[config.mk]
export PLATFORM = sky130hd
export DESIGN_NAME = clk_rate_det
export DESIGN_NICKNAME = d
export VERILOG_FILES = /design/src/rtl/clk_rate_det.sv
export SDC_FILE = /design/constraint.sdc
export NUM_CORES = 1
export LEC_CHECK = 0
export CORE_UTILIZATION = 28
export DETAILED_ROUTE_END_ITERATION = 7
export GPL_ROUTABILITY_DRIVEN = 1
export PLACE_DENSITY = 0.54
export SLEW_MARGIN = 10
export SYNTH_ARGS = -nofsm -noshare
export SYNTH_HDL_FRONTEND = slang
export SYNTH_SLANG_ARGS = --single-unit
[constraint.sdc]
create_clock -name clk_in -period 3.4 [get_ports clk_in]
set_input_delay 0.68 -clock clk_in [delete_from_list [all_inputs] [get_ports clk_in]]
set_output_delay 0.68 -clock clk_in [all_outputs]
set_load 0.03 [all_outputs]
[src/rtl/clk_rate_det.sv]
// -----------------------------------------------------------------------------
// clk_rate_det
//
// Measures the period of div_clk in clk_in cycles, locks once the period has
// been stable for LOCK_N consecutive periods, and reports the locked period.
//
// Parameters
//   CNT_W   period counter width
//   LOCK_N  consecutive in-tolerance periods needed to lock (>= 1)
//   TOL     allowed absolute deviation from the reference period
//
// Ports
//   clk_in        in   system clock, all logic on its rising edge
//   resetb        in   asynchronous active-low reset
//   div_clk       in   clock under measurement, asynchronous to clk_in
//   rise_stb      out  one-cycle strobe per detected div_clk rising edge
//   period        out  last accepted period while locked (clk_in cycles)
//   period_valid  out  one-cycle pulse whenever period is updated
//   locked        out  high while locked
//   timeout       out  one-cycle pulse when the counter saturates while active
// -----------------------------------------------------------------------------
module clk_rate_det #(
    parameter int CNT_W  = 8,
    parameter int LOCK_N = 4,
    parameter int TOL    = 1
) (
    input  logic             clk_in,
    input  logic             resetb,
    input  logic             div_clk,
    output logic             rise_stb,
    output logic [CNT_W-1:0] period,
    output logic             period_valid,
    output logic             locked,
    output logic             timeout
);

    localparam int                 MATCH_W    = (LOCK_N > 1) ? $clog2(LOCK_N) : 1;
    localparam logic [CNT_W-1:0]   CNT_MAX    = '1;
    localparam logic [CNT_W-1:0]   TOL_C      = CNT_W'(TOL);
    localparam logic [MATCH_W-1:0] MATCH_LAST = MATCH_W'(LOCK_N - 1);

    typedef enum logic [1:0] {
        ST_IDLE,
        ST_MEAS,
        ST_ACQ,
        ST_LOCK
    } state_t;

    function automatic logic [CNT_W-1:0] abs_diff(input logic [CNT_W-1:0] a,
                                                  input logic [CNT_W-1:0] b);
        return (a >= b) ? (a - b) : (b - a);
    endfunction

    state_t             state_q, state_d;
    logic               s1_q, s1_d;
    logic               s2_q, s2_d;
    logic               s3_q, s3_d;
    logic [CNT_W-1:0]   cnt_q, cnt_d;
    logic [CNT_W-1:0]   ref_q, ref_d;
    logic [MATCH_W-1:0] match_q, match_d;
    logic [CNT_W-1:0]   period_q, period_d;
    logic               rise_q, rise_d;
    logic               pv_q, pv_d;
    logic               locked_q, locked_d;
    logic               tmo_q, tmo_d;

    logic               ev;
    logic               sat;
    logic               hit;

    // Two-flop synchronizer plus one history flop for edge detection.
    always_comb begin
        s1_d = div_clk;
        s2_d = s1_q;
        s3_d = s2_q;
    end

    assign ev  = s2_q & ~s3_q;
    // The counter reaches all-ones on this edge. Flagging it one edge early
    // makes timeout coincide with the edge where cnt becomes all-ones; an
    // event always restarts the count, so sat and ev never fight.
    assign sat = ~ev & (cnt_q == (CNT_MAX - CNT_W'(1)));
    assign hit = (abs_diff(cnt_q, ref_q) <= TOL_C);

    // Period counter: restart at 1 on an event, otherwise count and saturate.
    always_comb begin
        if (ev) begin
            cnt_d = CNT_W'(1);
        end else if (cnt_q == CNT_MAX) begin
            cnt_d = cnt_q;
        end else begin
            cnt_d = cnt_q + CNT_W'(1);
        end
    end

    always_comb begin
        state_d  = state_q;
        ref_d    = ref_q;
        match_d  = match_q;
        period_d = period_q;
        locked_d = locked_q;
        pv_d     = 1'b0;
        tmo_d    = 1'b0;
        rise_d   = ev;

        if ((state_q != ST_IDLE) && sat) begin
            state_d  = ST_IDLE;
            locked_d = 1'b0;
            tmo_d    = 1'b1;
        end else begin
            case (state_q)
                ST_IDLE: begin
                    if (ev) begin
                        state_d = ST_MEAS;
                    end
                end
                ST_MEAS: begin
                    if (ev) begin
                        state_d = ST_ACQ;
                        ref_d   = cnt_q;
                        match_d = '0;
                    end
                end
                ST_ACQ: begin
                    if (ev) begin
                        if (hit) begin
                            if (match_q == MATCH_LAST) begin
                                state_d  = ST_LOCK;
                                locked_d = 1'b1;
                                period_d = cnt_q;
                                pv_d     = 1'b1;
                            end else begin
                                match_d = match_q + MATCH_W'(1);
                            end
                        end else begin
                            ref_d   = cnt_q;
                            match_d = '0;
                        end
                    end
                end
                ST_LOCK: begin
                    // The reference stays fixed while locked so that slow
                    // drift cannot walk it away from the acquired rate.
                    if (ev) begin
                        if (hit) begin
                            period_d = cnt_q;
                            pv_d     = 1'b1;
                        end else begin
                            state_d  = ST_ACQ;
                            locked_d = 1'b0;
                            ref_d    = cnt_q;
                            match_d  = '0;
                        end
                    end
                end
                default: begin
                    state_d = ST_IDLE;
                end
            endcase
        end
    end

    always_ff @(posedge clk_in or negedge resetb) begin
        if (!resetb) begin
            state_q <= ST_IDLE;
        end else begin
            state_q <= state_d;
        end
    end

    always_ff @(posedge clk_in or negedge resetb) begin
        if (!resetb) begin
            s1_q     <= 1'b0;
            s2_q     <= 1'b0;
            s3_q     <= 1'b0;
            cnt_q    <= '0;
            ref_q    <= '0;
            match_q  <= '0;
            period_q <= '0;
            rise_q   <= 1'b0;
            pv_q     <= 1'b0;
            locked_q <= 1'b0;
            tmo_q    <= 1'b0;
        end else begin
            s1_q     <= s1_d;
            s2_q     <= s2_d;
            s3_q     <= s3_d;
            cnt_q    <= cnt_d;
            ref_q    <= ref_d;
            match_q  <= match_d;
            period_q <= period_d;
            rise_q   <= rise_d;
            pv_q     <= pv_d;
            locked_q <= locked_d;
            tmo_q    <= tmo_d;
        end
    end

    assign rise_stb     = rise_q;
    assign period       = period_q;
    assign period_valid = pv_q;
    assign locked       = locked_q;
    assign timeout      = tmo_q;

endmodule

==> out/results.ini <==
[worst_setup_path]
critPathMaxFanout = 9
arrival_ns = 3.36
crit_path_start_kind = register
worstSetupPathType = register to register
crit_required_ns = 3.58
worstSetupEndpointType = register

[sta]
slew_viol_final = 0
fin_skew_ns = 0.00693
whs_ns = 0.356
maxSlewHeadroom_pct = 48.9
rsz0062_at_grt = no
worstMarginPinSlew_ns = 0.767
hold_viol = 0
min_period_ns = 3.19
fin_ws_ns = 0.213
setup_viol = 0
post-route-period-util_pct = 93.7
max_freq_mhz = 314
finalSetupTns_ns = 0

[detailed_routing]
first_pass_iters = 4
drt_iter0_markers = 128
vias = 1744
totalWireLength_mm = 5.10
antenna_left = 0
drc_errors = 0
viasPerCell = 4.93
wl_per_cell_um = 14.4

[logic_synthesis]
synth-compound-area-share_pct = 19.4
yosysUniqueCellTypes = 57
yosysTopAreaCell = dfrtp_1
netlist.area_leader.share_pct = 37.3
avgSynthCellArea_um2 = 10.2
ys.flop_type = dfrtp_1
muxShareOfSynthArea_pct = 9.60
synth_top_family_by_area = compound AO/OA/AOI/OAI gates
yosysWarnings = 0
synth_seq_cells = 35
synthArstFlopShare_pct = 100
synth-simple-area-share_pct = 12.7
syn-instance-count = 231
synth_area_leaders = dfrtp_1 37%, ha_1 9.6%, mux2_4 5.8%, mux2i_1 3.8%, inv_1 3.7%
synth_seq_area_share_pct = 37.3
synthesis.nets = 254
yosys.area_share.adder_pct = 11.3
synth_xor_xnor_area_share_pct = 2.61
synth_area_mm2 = 0.00235
synth_edf_count = 0

[power_and_ir_drop]
leakage_nw = 1.19
vdd_drop_max_mv = 0.292
finalPower_mw = 2.13
power.density_mw_per_mm2 = 787

[final_layout]
drive_gt1_share_pct = 14.1
num_antenna_cells = 0
fillers = 863
final_common_cell = dfrtp_1
syn2layout_area_growth_pct = 15.4
layout_common_cells = 35 x dfrtp_1, 23 x inv_1, 18 x nor2_1, 18 x ha_1, 14 x o21ai_0
nNetsFinal = 271
design_area_mm2 = 0.00271

[hold_path]
hold_path_class = register to register

[cts]
postCtsResizedCells = 0
clk_pin_slew_ns = 0.08
cts_tree = done
cts_root_buf = clkbuf_8
insertion_delay_ns = 0.29
htreeDepth = 2
cts_buffer_depth = 2
post_cts_buffers = 0
ctsHoldBuffers = 0
cts_sinks = 35
cts_buffers = 5

[place]
dp_hpwl_mm = 3.84
port_buffers = 14
gp_congestion = 0.836
placed_cell_area_mm2 = 0.00258
pre_cts_ws_ns = 0.0433

[floorplan]
die_x_um = 93.5
initial_utilization_pct = 28.7
dieArea_mm2 = 0.00875
die_h_um = 93.5
coreArea_mm2 = 0.00818
pin_count = 15
num_rows = 33

[run]
max-cap-violations = 0

[run_status]
outcome = finished, final reports clean

[global_routing]
grt_pass1_vias = 1746
gr-usage-all-layers_pct = 13.2
grt_antenna_before_repair = 0
grt_overflow = 0
grt_pass1_wl_mm = 8.90
grt_max_degree = 36

sequential cells by signal, summed over array words and instances, names as in the netlist:
name,flops
s1_q,1
s3_q,1
state_q,2
ref_q,8
locked,1
rise_stb,1
period_valid,1
match_q,2
period,8
timeout,1
cnt_q,8
s2_q,1
stage by stage:
step / util [%] / cells
final: 33.1 / 354
after global routing: 33.1 / 354
after CTS: 32.7 / 354
after detailed placement: 31.6 / 346
after global placement: 31.6 / 346
after floorplan: - / 231
power by group:
part	internal [mW]	switching, mW
Sequential	0.486	0.0565
Clock	0.143	0.163
Combinational	0.531	0.751
Total	1.16	0.971
cell type report:
class	instances	area [um2]	area share (%)
Timing Repair Buffer	20	180	6.66
Inverter	24	90.1	3.33
Sequential cell	35	876	32.4
Tap cell	105	131	4.85
Multi-Input combinational cell	162	1340	49.5
Clock buffer	5	68.8	2.54
Clock inverter	3	20.0	0.740
routing by layer:
metal,vias up,part of all wire [%],track usage [%]
met5,-,0,0
met4,0,1.7,5.38
met3,7,2.0,2.20
met2,21,47,20.2
met1,861,49,18.5
li1,855,-,-
critical path: stages, from the launching register on:
cell	delay, ns
dfrtp_1	0.44
inv_1	0.15
ha_1	0.20
inv_1	0.06
fa_1	0.43
a211oi_4	0.28
o221ai_1	0.14
o31ai_1	0.11
o2111ai_2	0.21
a2111oi_4	0.47
o21ai_4	0.23
mux2_4	0.35
synthesized netlist by cell type, types with 4 or more instances:
cell      number
a31oi_1        5
nand3_1        4
ha_1          18
mux2i_1        9
nand2_1        5
dfrtp_1       35
mux2_4         9
nor2_1        18
nor3_1         4
nor2b_1        5
a21oi_1        8
xor2_1         4
inv_1         23
nand2b_1       4
o21ai_0       14
cell families after synthesis:
| group | Yosys count |
|---|---|
| muxes | 18 |
| DFF | 35 |
| xor gates and xnor gates | 7 |
| adders and majority gates | 20 |
| and+or+nand+nor | 57 |
| buffers and inverters | 34 |
| AOI/OAI and AO/OA | 60 |
final timing paths:
kind                       startpoint           end  slack (ns)  depth (start not counted)
max                          cnt_q[0]     period[2]        0.21                         11
min                              s1_q          s2_q        0.36                          0
max reg2reg                  cnt_q[0]     period[2]        0.21                         11
min reg2reg                      s1_q          s2_q        0.36                          0
max in group asynchronous      resetb  period_valid        2.45                          1
min in group asynchronous      resetb          s2_q        0.46                          1
Power figures use the tool's default switching activity.
